### config.mk
export PLATFORM = sky130hd
export DESIGN_NAME = link_ingress_arbiter
export DESIGN_NICKNAME = d
export VERILOG_FILES = /design/src/rtl/link_ingress_arbiter.sv
export SDC_FILE = /design/constraint.sdc
export NUM_CORES = 1
export LEC_CHECK = 0
export ABC_AREA = 1
export BUFFER_PORTS_ARGS = -buffer_cell sky130_fd_sc_hd__buf_2
export CORE_AREA = 2 2 103 105
export DETAILED_ROUTE_END_ITERATION = 8
export DIE_AREA = 0 0 105 107
export GPL_ROUTABILITY_DRIVEN = 0
export PLACE_DENSITY = 0.9
export SETUP_SLACK_MARGIN = 0.3
export SLEW_MARGIN = 25
export SYNTH_ARGS = -nofsm -noshare
export SYNTH_HDL_FRONTEND = slang
export SYNTH_SLANG_ARGS = --single-unit
### constraint.sdc
create_clock -name clk -period 1.9 [get_ports clk]
set_input_delay 0.19 -clock clk [delete_from_list [all_inputs] [get_ports clk]]
set_output_delay 0.19 -clock clk [all_outputs]
set_load 0.005 [all_outputs]
### src/rtl/link_ingress_arbiter.sv
// link_ingress_arbiter: round-robin merge of NUM_SOURCES valid/ready streams
// into one registered output stream for the message handler.
// Grants are held for bursts of up to MAX_BURST words. Each grant change
// costs one IDLE bubble cycle.
// Optional feature macro: LINK_ARB_PARENT_PRIORITY_EN. When it is defined,
// source 0 (the parent link) has strict priority, can pre-empt other grants,
// and is not limited by MAX_BURST.
module link_ingress_arbiter #(
  parameter int NUM_SOURCES = 3,
  parameter int DATA_WIDTH  = 64,
  parameter int MAX_BURST   = 4
) (
  input  logic                              clk,
  input  logic                              reset,
  input  logic [NUM_SOURCES*DATA_WIDTH-1:0] in_data,
  input  logic [NUM_SOURCES-1:0]            in_valid,
  output logic [NUM_SOURCES-1:0]            in_ready,
  output logic [DATA_WIDTH-1:0]             out_data,
  output logic                              out_valid,
  input  logic                              out_ready,
  output logic [$clog2(NUM_SOURCES)-1:0]    grant_id,
  output logic                              busy
);
  localparam int IDW = $clog2(NUM_SOURCES);

  typedef enum logic {IDLE, HOLD} state_t;

  state_t         state, state_nxt;
  logic [IDW-1:0] rr_ptr, rr_nxt, grant_nxt, pick;
  logic [7:0]     burst_cnt, burst_nxt;
  logic           slot_free, xfer, last_word, preempt, adv_ptr;

  function automatic logic [IDW-1:0] inc_idx(input logic [IDW-1:0] i);
    if (int'(i) == NUM_SOURCES - 1) return '0;
    else return i + IDW'(1);
  endfunction

  assign slot_free = !out_valid || out_ready;
  assign xfer      = |(in_valid & in_ready);
  assign busy      = (|in_valid) || out_valid || (state == HOLD);

`ifdef LINK_ARB_PARENT_PRIORITY_EN
  // Parent bursts are unbounded; a waiting parent cuts other grants short.
  // Ending a parent grant leaves rr_ptr alone so the 1..N-1 rotation is undisturbed.
  assign last_word = (burst_cnt == 8'(MAX_BURST - 1)) && (grant_id != '0);
  assign preempt   = (grant_id != '0) && in_valid[0];
  assign adv_ptr   = (grant_id != '0);
`else
  assign last_word = (burst_cnt == 8'(MAX_BURST - 1));
  assign preempt   = 1'b0;
  assign adv_ptr   = 1'b1;
`endif

  // First valid source at or above rr_ptr, wrapping; lowest distance wins.
  always_comb begin
    pick = rr_ptr;
    for (int k = NUM_SOURCES - 1; k >= 0; k--) begin
      if (in_valid[(int'(rr_ptr) + k) % NUM_SOURCES])
        pick = IDW'((int'(rr_ptr) + k) % NUM_SOURCES);
    end
`ifdef LINK_ARB_PARENT_PRIORITY_EN
    if (in_valid[0]) pick = '0;
`endif
  end

  // Only the granted source sees ready, and only when the output slot frees up.
  always_comb begin
    in_ready = '0;
    if (state == HOLD && !reset) in_ready[grant_id] = slot_free;
  end

  // Grant FSM next-state: IDLE picks a source, HOLD counts the burst and releases.
  always_comb begin
    state_nxt = state;
    grant_nxt = grant_id;
    rr_nxt    = rr_ptr;
    burst_nxt = burst_cnt;
    case (state)
      IDLE: begin
        if (|in_valid) begin
          state_nxt = HOLD;
          grant_nxt = pick;
          burst_nxt = '0;
        end
      end
      HOLD: begin
        if (xfer) burst_nxt = burst_cnt + 8'd1;
        if (!in_valid[grant_id] || (xfer && last_word) || preempt) begin
          state_nxt = IDLE;
          if (adv_ptr) rr_nxt = inc_idx(grant_id);
        end
      end
      default: state_nxt = IDLE;
    endcase
  end

  // FSM state, grant and round-robin pointer registers.
  always_ff @(posedge clk) begin
    if (reset) begin
      state     <= IDLE;
      grant_id  <= '0;
      rr_ptr    <= '0;
      burst_cnt <= '0;
    end else begin
      state     <= state_nxt;
      grant_id  <= grant_nxt;
      rr_ptr    <= rr_nxt;
      burst_cnt <= burst_nxt;
    end
  end

  // Output register: load on transfer, drain when the handler accepts.
  always_ff @(posedge clk) begin
    if (reset) begin
      out_valid <= 1'b0;
      out_data  <= '0;
    end else if (xfer) begin
      out_valid <= 1'b1;
      out_data  <= in_data[int'(grant_id)*DATA_WIDTH +: DATA_WIDTH];
    end else if (out_ready) begin
      out_valid <= 1'b0;
    end
  end

endmodule

# Word-level counts from Yosys, hierarchy flattened
# Index checks and enable logic that the tools add are counted.
dict set report totals {
  reg_bits 78
  input_bits 198
  out_inout_bits 71
  word_cells 68
}
dict set report op_classes {
  addsub 4
  div_mod_pow 3
  magnitude_cmp 5
  n_eq_ne 4
  shift 1
  n_mux 26
  bitwise_logic 3
  n_reduce_logical 16
}
# cell count
set ops {}
lappend ops {{192-bit by 9-bit variable part select with 64-bit output} 1}
lappend ops {{32-bit by 4-bit less-than comparator with 1-bit output, second input constant} 3}
lappend ops {{32-bit by 3-bit remainder unit with 32-bit output, second input constant} 2}
lappend ops {{3-bit by 3-bit remainder unit with 32-bit output, second input constant} 1}
lappend ops {{8-bit two-way mux} 2}
lappend ops {{8-bit case mux with 2 select lines} 1}
lappend ops {{1-bit two-way mux} 12}
lappend ops {{8-bit by 1-bit adder with 8-bit output, second input constant} 1}
lappend ops {{1-bit binary-select mux with 2-bit select} 4}
lappend ops {{8-bit by 2-bit equality test with 1-bit output, second input constant} 1}
lappend ops {{2-bit two-way mux} 4}
lappend ops {{3-bit AND} 2}
lappend ops {{2-bit AND reduction} 3}
lappend ops {{3-bit OR reduction} 2}
lappend ops {{1-bit logical OR} 4}
lappend ops {{2-bit by 1-bit adder with 3-bit output, second input constant} 1}
lappend ops {{2-bit by 2-bit adder with 3-bit output, second input constant} 1}
lappend ops {{1-bit logical AND} 3}
lappend ops {{1-bit logical NOT} 3}
lappend ops {{2-bit by 3-bit less-than comparator with 1-bit output, second input constant} 1}
lappend ops {{3-bit two-way mux} 1}
lappend ops {{2-bit by 1-bit adder with 2-bit output, second input constant} 1}
lappend ops {{1-bit demux with 2-bit select} 1}
lappend ops {{2-bit equality test, second input constant} 1}
lappend ops {{other kinds (6)} 6}

# Depth between registers and ports, before layout
# Gate-level depths: netlist of run 1.
dict set report depth {
  word_depth 12
  ltp_mapped 11
  ltp_nobuf 11
}

# Least setup slack after synthesis of run 1
# OpenSTA, ideal clock, no wires.
dict set report synth_path {
  kind {reg2reg}
  start {reg grant_id[0]}
  end {reg out_data[16]}
  t_arrival_ns 1.231
  required_time_ns 1.787
  slack_ns 0.556
  stages_incl_launch_ff 10
  path_buffers 2
  synth_period_minus_slack_ns 1.344
  path_cell_list {dfxtp_1 inv_2 nor2_1 nand2_1 nand3_2 nand2_2 buf_6 buf_6 o21ai_1 nor2_1}
}
dict set report synth_between {
  elab_chain_cells 8
  word_cells_on_any_way 10
}
# element line
set synth_rtl {}
lappend synth_rtl {{from (decl)} 21} ;# output logic [$clog2(NUM_SOURCES)-1:0] grant_id,
lappend synth_rtl {{from (signal assigned)} 106} ;# grant_id <= grant_nxt;
lappend synth_rtl {{2-bit by 3-bit less-than comparator with 1-bit output (implied by the code) or 2-bit by 1-bit greater-or-equal comparator with 1-bit output (tied branches)} 69} ;# if (state == HOLD && !reset) in_ready[grant_id] = slot_free;
lappend synth_rtl {{1-bit logical AND (implied by the code)} 69}
lappend synth_rtl {{1-bit two-way mux (implied by the code)} 69}
lappend synth_rtl {{1-bit demux with 2-bit select} 69}
lappend synth_rtl {{3-bit AND (no source line)} --}
lappend synth_rtl {{3-bit two-way mux} 69}
lappend synth_rtl {{3-bit AND} 39} ;# assign xfer = |(in_valid & in_ready);
lappend synth_rtl {{3-bit OR reduction} 39}
lappend synth_rtl {{to (signal assigned)} 119} ;# out_data <= in_data[int'(grant_id)*DATA_WIDTH +: DATA_WIDTH];
lappend synth_rtl {{to (decl)} 18} ;# output logic [DATA_WIDTH-1:0] out_data,
# Parallel ways exist; a longest one is shown, timed or not.
# A chain may end at the register's enable or synchronous reset.

# Final worst setup path of run 1
dict set report layout_path {
  start {reg out_valid}
  end {out in_ready[1]}
}
dict set report layout_between {
  elab_chain_cells 4
}
# element line
set layout_rtl {}
lappend layout_rtl {{from (decl)} 19} ;# output logic out_valid,
lappend layout_rtl {{from (signal assigned)} 115} ;# out_valid <= 1'b0;
lappend layout_rtl {{from (signal assigned)} 118} ;# out_valid <= 1'b1;
lappend layout_rtl {{from (signal assigned)} 121} ;# out_valid <= 1'b0;
lappend layout_rtl {{1-bit logical NOT} 38} ;# assign slot_free = !out_valid || out_ready;
lappend layout_rtl {{1-bit logical OR} 38}
lappend layout_rtl {{3-bit AND (no source line)} --}
lappend layout_rtl {{3-bit two-way mux} 69}
lappend layout_rtl {{to (decl)} 17} ;# output logic [NUM_SOURCES-1:0] in_ready,
# No other way between the ends.

==> results of run 1 <==
registers in the layout (all words and copies together) (netlist names):
| signal | count |
|---|---|
| out_valid | 1 |
| rr_ptr | 2 |
| out_data | 64 |
| grant_id | 2 |
| state | 1 |
| burst_cnt | 8 |
logic make-up after synthesis:
group                    Yosys count
flip-flops                        78
AO/OA/AOI/OAI                     88
AND/OR/NAND/NOR                  466
adder cells (fa/ha/maj)            4
buffers and inverters             67
critical path, delay by kind of cell (launching register included):
family	cells	cell delay [ns]
AND/OR/NAND/NOR	3	0.42
buffers and inverters	3	0.28
flip-flops	1	0.33
power by group:
group / leakage (nW) / internal [mW] / switching (mW)
logic: 2.29 / 0.561 / 0.776
registers: 0.636 / 1.75 / 0.0695
clock network: 0.120 / 0.912 / 0.603
total: 3.05 / 3.22 / 1.45
final cells by class:
class | count | area [um^2] | area share (%)
clock buffer | 11 | 141 | 2.36
multi-input combinational | 558 | 2430 | 40.6
tap | 136 | 170 | 2.84
clock inverter | 5 | 106 | 1.78
timing repair buffer | 281 | 1470 | 24.6
sequential | 78 | 1570 | 26.3
inverter | 24 | 95.1 | 1.59
worst paths after layout:
check                                   from      endpoint  slack [ns]
worst min register to register  out_data[55]  out_data[55]        0.48
worst max-delay path               out_valid   in_ready[1]        0.35
worst min-delay path               out_ready     out_valid        0.12
worst max register to register   grant_id[0]  out_data[14]        0.38
cells in the final DEF, fill, tap and decap left out:
cell type and n:
buf_12 2, o211ai_1 1, clkbuf_8 10, nand4_1 1
dfxtp_2 2, ha_4 1, ha_1 3, buf_4 9
nand3_2 1, inv_1 16, nand2_1 231, dfxtp_1 74
clkinvlp_4 1, nor2_1 136, a31oi_1 1, nor3_2 2
bufinv_16 3, buf_2 268, nand2_2 1, nor2_4 3
clkinv_4 1, inv_6 1, o21ai_0 34, buf_6 2
a21oi_1 12, nor3_4 1, nand3_1 88, nor2_2 1
nor3_1 1, inv_2 7, o21ai_1 40, dfxtp_4 2
clkbuf_1 1
what timing repair did:
item                                    CTS  global route
buffers inserted                          0             1
endpoints found under the setup margin   47            76
gates resized for setup                   4            14
pin swaps                                 0             2
stage by stage:
stage                     hold slack (ns)  power, mW
after global placement              0.456       3.14
after floorplan                     0.385       2.67
final                               0.125       4.67
after global routing                0.134       4.98
after detailed placement            0.467       3.17
after CTS                           0.131       4.70
layer usage:
metal	vias to the layer above	part of all wire [%]	track usage, %
met5	-	0	0
met4	0	1.9	8.00
met3	26	7.1	6.32
met2	200	50	41.7
met1	2344	41	26.1
li1	2739	-	-
==> reports/qor.txt, run 1 <==
Status: finished, final reports clean
Synth warn: 0
Die area: 0.0112 mm^2
Multiplexer share of the synthesized area: 0%
Slew Limit Fails: 0
Fin nets: 1154
DRT Wirelength: 13300 um
Filler Cells Inserted: 1011
Final Hold Vio Count: 0
Gate Count Post-Synth: 703
Post-route cell area: 0.00598 mm^2
Min cycle time layout: 1.55 ns
WHS Path Cells: 4
Startpoint class of the critical path: flip-flop
Leak: 3.05 nW
Pwr dens: 780 mW/mm^2
Post-Route Setup TNS: 0 ns
Largest net degree at the start of global routing: 41
Crit path max fanout: 3
Async S/R FF share, synth: 0%
Max VDD drop: 0.000594 V
DP Area: 0.00568 mm^2
Antenna violations before repair: 0
Clk_lat worst skew: 0.34 ns
Ant diodes: 0
Share of layout cells above drive strength 1: 33.2%
Netlist cell types: 22
I/O pins: 269
Worst Max-Slew Pin Slew: 0.451 ns
# placed instances: 1076
CTS buffer count: 9
Most used cell, CP: inv_2
Antenna viol nets, final: 0
Most frequent cell after synthesis: nand2_1
Core Area: 0.0101 mm^2
Post-Layout Cell Count: 1093
Layout Utilization: 59.3%
Via/cell ratio: 4.86
Initial Util: 42.4%
Die width: 105 um
Vias in the first global route: 4730
Place WS: 0.285 ns
Post-synthesis xor/xnor area fraction: 0%
Synth Area in Adders: 1.17%
Mapped Area: 0.00428 mm^2
R2R depth: 9
Arrival @ worst endpoint: 1.36 ns
Clock skew: 0.00654 ns
Most used DFF post-synth: dfxtp_1
Worst-path clk slew: 0.08 ns
Post-Syn Nets: 905
Clock buffer depth: 2
Tightest Hold Check Type: input port to flip-flop
DR vias: 5309
Sequential cell area fraction in the yosys report: 36.5%
CTS sink cnt: 78
Setup crit end kind: output port
Gr usage total: 23.1%
Setup WS post-layout: 0.350 ns
Drt pass-1 iters: 4
Post-synthesis compound-gate area fraction: 10.4%
Synth area leader: dfxtp_1
Mapped Avg Cell Area: 6.08 um^2
Mean routed wirelength per cell: 12.2 um
Slowest CP cell: dfxtp_2
#FFs+latches synth: 78
H-tree levels: 3
Synth top area cells: dfxtp_1, nand2_1, nor2_1, nand3_1, o21ai_1
Setup CP Type: flip-flop to output port
Synth top cells by count: nand2_1, nor2_1, nand3_1
P&R area growth vs syn: 39.9%
Max capacitance violation total: 0
First-pass GRT wire length: 21300 um
# DRC: 0
Unrepaired setup endpoints after global routing: true
Fmax: 0.645 GHz
Worst endpoint required time: 1.71 ns
Post-DP HPWL: 10100 um
Top cell type's share of synthesized area: 36.5%
CTS root buf: clkbuf_8
CTS tree: yes
Main combinational cell family by area after synthesis: simple AND/OR/NAND/NOR gates
Synth Area in Simple Gates: 44.2%
Drt initial violations: 309
Num rows: 37
Die height: 107 um
Hold-fix buffers, CTS: 0
Final period utilization: 81.6%
CP peak stage delay: 0.33 ns
Final setup viols: 0
Congestion Overflow GR: 0
Post-synth EDFFs: 0
Slew HR: 69.8%
CP cell instances: inv_2 -> nor2_2 -> nor3_4 -> inv_2 -> nor3_2 -> buf_2
Port Buf Inserts: 268
No activity file was read; power rests on OpenSTA's default activity.
==> run 2, diff against run 1 <==
clock period = 1.45 ns   (was 1.9 ns; I/O delays follow)
==> run 2 against run 1 <==
Effect of this change: the run now ends with negative setup slack left; worst hold slack got worse by 0.050 ns; utilization grew 8.9 points; clock power increased by 40%; count of clock-buffer cells in the layout is the same; sequential power grew 31%; die area unchanged; first-iteration DRC count grew 16%; critical path type is now flip-flop to flip-flop; critical endpoint is now burst_cnt[0].
==> reports/qor.txt, run 2 (synthesis results as in run 1) <==
Core Area: 0.0101 mm^2 (unchanged)
Leak: 3.41 nW (+12%)
Slowest CP cell: dfxtp_4
R2r endpoint: burst_cnt[0]
Final period utilization: 107%
Antenna viol nets, final: 0 (unchanged)
CTS tree: yes
Setup WS post-layout: -0.104 ns (-0.454 ns)
R2R depth: 10 (+1)
Commonest non-fill, non-tap cells in the layout: buf_2, nand2_1, nor2_1
Pwr dens: 994 mW/mm^2 (+27%)
R2R setup slack: -0.10 ns (-0.48 ns)
H-tree levels: 3 (unchanged)
Crit path max fanout: 7 (+4)
Share of layout cells above drive strength 1: 43.8% (+11 points)
# placed instances: 1082 (+0.56%)
Violated checks: negative setup slack
Min cycle time layout: 1.55 ns
Fin nets: 1186 (+2.8%)
Ant diodes: 0 (unchanged)
Worst endpoint required time: 1.70 ns (about the same)
Final Hold Vio Count: 0 (unchanged)
P&R area growth vs syn: 61.0%
Setup CP Type: flip-flop to flip-flop
Clk_lat worst skew: 0.35 ns (about the same)
Drt initial violations: 357 (+16%)
Die width: 105 um (unchanged)
Most common cell after layout, fill and taps aside: buf_2
Worst-path clk slew: 0.09 ns (about the same)
Hold-fix buffers, CTS: 0 (unchanged)
Filler Cells Inserted: 864 (-15%)
Clock skew: 0.0126 ns (+0.00607 ns)
Worst Path Buf+Inv: 3 (unchanged)
Die area: 0.0112 mm^2 (unchanged)
Max VDD drop: 0.000695 V (+17%)
Initial Util: 42.4% (unchanged)
Die height: 107 um (unchanged)
Slew Limit Fails: 0 (unchanged)
Post-DP HPWL: 10200 um (+1.7%)
Gr usage total: 25.4% (+2.3 points)
Slew HR: 72.0% (+2.1 points)
Mean routed wirelength per cell: 14.1 um (+16%)
Cell family with most CP delay: simple AND/OR/NAND/NOR gates
Final setup viols: 57 (+57)
Num rows: 37 (unchanged)
Worst Max-Slew Pin Slew: 0.420 ns (-0.0305 ns)
CP peak stage delay: 0.37 ns (+0.04 ns)
DRT Wirelength: 15800 um (+19%)
Post-Layout Cell Count: 1124 (+2.8%)
I/O pins: 269 (unchanged)
# DRC: 0 (unchanged)
CP Launch Point: grant_id[0]
Tightest Hold Check Type: input port to flip-flop
Via/cell ratio: 5.02 (+3.4%)
CTS sink cnt: 78 (unchanged)
Largest net degree at the start of global routing: 45 (+9.8%)
Clock buffer depth: 2 (unchanged)
CTS buffer count: 9 (unchanged)
Regs by FF count: out_data: 64 flops, burst_cnt: 8 flops
Unrepaired setup endpoints after global routing: true
CP cell instances: buf_6 -> nor2_4 -> nand2_2 -> nand3_4 -> nand2_8 -> inv_8 -> buf_6 -> nor2_4 -> nand3_1 -> o21ai_0
DR vias: 5643 (+6.3%)
Status: complete, but fails checks
Setup crit end: burst_cnt[0]
Largest Register: out_data
Critical path depth in cells: 10 (+4)
Hold WS: 0.0749 ns (-0.0497 ns)
Congestion Overflow GR: 0 (unchanged)
Vias in the first global route: 5035 (+6.4%)
Worst r2r src: grant_id[0]
Drt pass-1 iters: 5 (+1)
Arrival @ worst endpoint: 1.80 ns (+0.44 ns)
Setup crit end kind: flip-flop
Area of the multi-input gates: 0.00279 mm^2 (+15%)
Fmax: 0.643 GHz
Combined flip-flop and latch cell area: 0.00158 mm^2 (+0.56%)
First-pass GRT wire length: 23100 um (+8.3%)
Antenna violations before repair: 0 (unchanged)
Port Buf Inserts: 268 (unchanged)
CTS root buf: clkbuf_8
Max capacitance violation total: 0 (unchanged)
Startpoint class of the critical path: flip-flop
Largest register FFs: 64 (unchanged)
run 2: worst min-delay path, delay by kind of cell:
family	cells	cell delay, ns
AND/OR/NAND/NOR	3	0.14
buffers and inverters	1	0.10
run 2: metal layers:
| layer | share of wire (%) | track usage [%] |
|---|---|---|
| met1 | 38 | 28.0 |
| met4 | 3.5 | 11.7 |
| met3 | 7.1 | 6.44 |
| met2 | 51 | 45.6 |
| met5 | 0 | 0 |
run 2: worst min-delay path by stage:
stage / slack [ns] / to / cells after the start / startpoint
final: 0.07 / out_valid / 4 / out_ready
after global routing: 0.08 / out_valid / 4 / out_ready
after CTS: 0.07 / out_valid / 4 / out_ready
after detailed placement: 0.44 / out_valid / 4 / out_ready
after global placement: 0.44 / out_valid / 4 / out_ready
after floorplan: 0.34 / out_valid / 3 / out_ready
run 2: cell type report:
cell class | instances | area share, %
tap | 136 | 2.47
timing repair buffer | 313 | 28.9
sequential | 78 | 23.0
inverter | 24 | 1.60
clock buffer | 11 | 1.91
clock inverter | 4 | 1.74
multi-input combinational | 558 | 40.5
run 2: power by group:
part | switching [mW] | internal [mW]
logic | 1.30 | 1.04
registers | 0.0921 | 2.29
clock network | 0.801 | 1.31
total | 2.20 | 4.65
run 2: repair_timing:
action / in CTS / in global routing
pin swaps: 10 / 17
endpoints found under the hold margin: 0 / 0
endpoints found under the setup margin: 82 / 84
setup buffers: 16 / 5
resized for setup: 76 / 71
cloned: 5 / 1
run 2: metrics by stage:
stage	setup WS [ns]	setup TNS, ns	cell area, um^2	power [mW]	util (%)
floorplan	0.200	0	4360	3.55	-
global placement	0.0650	0	5820	4.20	57.7
detailed placement	-0.0208	-0.0587	5820	4.23	57.7
CTS	0.0149	0	6550	6.59	64.9
global route	-0.166	-4.76	6880	7.22	68.2
finish	-0.104	-1.35	6880	6.84	68.2
==> run 3, diff against run 2 <==
RECOVER_POWER = 50   (was unset)
==> run 3 against run 2 <==
Effect of this change: the flow still finishes with violations (negative setup slack); utilization is 0.16 points lower; power shrank 0.19%; flip-flop and latch count stayed put; largest power group unchanged.
==> reports/qor.txt, run 3 (synthesis results as in run 1) <==
Violated checks: negative setup slack
Final period utilization: 107% (+0.32 points)
Worst endpoint required time: 1.70 ns (about the same)
Final setup viols: 57 (unchanged)
Slew Limit Fails: 0 (unchanged)
Largest net degree at the start of global routing: 45 (unchanged)
Fin nets: 1186 (unchanged)
Net Sw Frac: 32.1% (-0.036 points)
Combinational power share: 34.3% (about the same)
Clock group share of total power: 30.8% (about the same)
Die area: 0.0112 mm^2 (unchanged)
Pwr dens: 994 mW/mm^2 (about the same)
Commonest non-fill, non-tap cells in the layout: buf_2, nand2_1, nor2_1
Crit path max fanout: 7 (unchanged)
First-pass GRT wire length: 23100 um (unchanged)
Layout Utilization: 68.1% (-0.16 points)
DRT Wirelength: 15800 um (about the same)
Most common cell after layout, fill and taps aside: buf_2
Arrival @ worst endpoint: 1.80 ns (about the same)
Drt initial violations: 356 (-0.28%)
Max capacitance violation total: 0 (unchanged)
Initial Util: 42.4% (unchanged)
P&R area growth vs syn: 60.6%
Setup crit end kind: flip-flop
Die width: 105 um (unchanged)
Die height: 107 um (unchanged)
Gr usage total: 25.4% (unchanged)
Regs by FF count: out_data: 64 flops, burst_cnt: 8 flops
Core Area: 0.0101 mm^2 (unchanged)
# placed instances: 1082 (unchanged)
Post-Route Setup TNS: -1.35 ns (-0.00352 ns)
Largest Register: out_data
Startpoint class of the critical path: flip-flop
Place WS: -0.0208 ns (unchanged)
Num rows: 37 (unchanged)
CTS root buf: clkbuf_8
Worst-path clk slew: 0.08 ns (about the same)
Clock skew: 0.0108 ns (-0.00183 ns)
# DRC: 0 (unchanged)
Sequential power share: 34.9% (about the same)
Post-DP HPWL: 10200 um (unchanged)
Vias in the first global route: 5035 (unchanged)
Largest register FFs: 64 (unchanged)
Antenna viol nets, final: 0 (unchanged)
Via/cell ratio: 5.03 (+0.19%)
Clk_lat worst skew: 0.34 ns (about the same)
CTS tree: yes
H-tree levels: 3 (unchanged)
Final Hold Vio Count: 0 (unchanged)
Port Buf Inserts: 268 (unchanged)
Drt pass-1 iters: 5 (unchanged)
I/O pins: 269 (unchanged)
CTS sink cnt: 78 (unchanged)
Congestion Overflow GR: 0 (unchanged)
Combined flip-flop and latch cell area: 0.00158 mm^2 (unchanged)
Unrepaired setup endpoints after global routing: true
Hold-fix buffers, CTS: 0 (unchanged)
Max VDD drop: 0.000686 V (-1.3%)
Setup CP Type: flip-flop to flip-flop
Antenna violations before repair: 0 (unchanged)
DR vias: 5654 (+0.19%)
Clock buffer depth: 2 (unchanged)
Fmax: 0.642 GHz (-0.30%)
P_int: 4.64 mW (-0.14%)
Setup WS post-layout: -0.109 ns (-0.00465 ns)
Post-Layout Cell Count: 1124 (unchanged)
Tot Pwr: 6.83 mW (-0.19%)
Share of layout cells above drive strength 1: 42.5% (-1.3 points)
Worst Max-Slew Pin Slew: 0.422 ns (+0.00130 ns)
Area of the multi-input gates: 0.00279 mm^2 (unchanged)
CTS buffer count: 9 (unchanged)
Sw power: 2.19 mW (-0.30%)
Leak: 3.36 nW (-1.6%)
Ant diodes: 0 (unchanged)
R2R setup slack: -0.11 ns (about the same)
Mean routed wirelength per cell: 14.1 um (about the same)
Min cycle time layout: 1.56 ns (+0.00465 ns)
Tightest Hold Check Type: input port to flip-flop
Filler Cells Inserted: 874 (+1.2%)
Slew HR: 71.9% (-0.087 points)
Status: complete, but fails checks
-- run 3: final cells by class --
cell class                 instances  share of cell area [%]
multi-input combinational        558                    40.6
tap                              136                    2.48
clock inverter                     4                    1.75
inverter                          24                    1.60
clock buffer                      11                    1.91
timing repair buffer             313                    28.7
sequential                        78                    23.0
-- run 3: per-stage QoR --
stage	hold WS, ns	area, um^2
floorplan	0.340	4360
detailed placement	0.444	5820
global route	0.0819	6870
CTS	0.0701	6550
global placement	0.436	5820
finish	0.0783	6870
-- run 3: worst max-delay path, stage by stage, from the launching register on --
cell	delay (ns)
dfxtp_4	0.37
buf_6	0.11
nor2_4	0.04
nand2_2	0.08
nand3_4	0.10
nand2_8	0.11
inv_8	0.05
buf_6	0.13
nor2_4	0.17
nand3_1	0.15
o21ai_0	0.14
-- run 3: path summary, 6_finish.rpt --
check          startpoint      endpoint  depth (start not counted)
max           grant_id[0]  burst_cnt[0]                         10
min             out_ready     out_valid                          4
max reg2reg   grant_id[0]  burst_cnt[0]                         10
min reg2reg  out_data[32]  out_data[32]                          2
-- run 3: timing repair --
item,in CTS,in global routing
setup buffers,16,5
resized for setup,76,71
endpoints found under the setup margin,82,84
pin swaps,10,17
cloned,5,1
-- run 3: metal layers --
| metal | share of wire, % | routed length [um] | up-vias | global-route usage [%] |
|---|---|---|---|---|
| met2 | 51 | 8080 | 250 | 45.6 |
| li1 | - | - | 2805 | - |
| met5 | 0 | 0 | - | 0 |
| met4 | 3.7 | 587 | 0 | 11.7 |
| met1 | 37 | 5930 | 2549 | 28.0 |
| met3 | 7.7 | 1220 | 50 | 6.44 |
-- run 3: power by group through the flow --
| stage | registers, mW | clock network (mW) | logic [mW] |
|---|---|---|---|
| final | 2.39 | 2.10 | 2.34 |
| after global placement | 2.42 | 0 | 1.78 |
| after global routing | 2.40 | 2.24 | 2.57 |
| after floorplan | 2.44 | 0 | 1.11 |
| after detailed placement | 2.43 | 0 | 1.80 |
| after CTS | 2.38 | 2.14 | 2.07 |
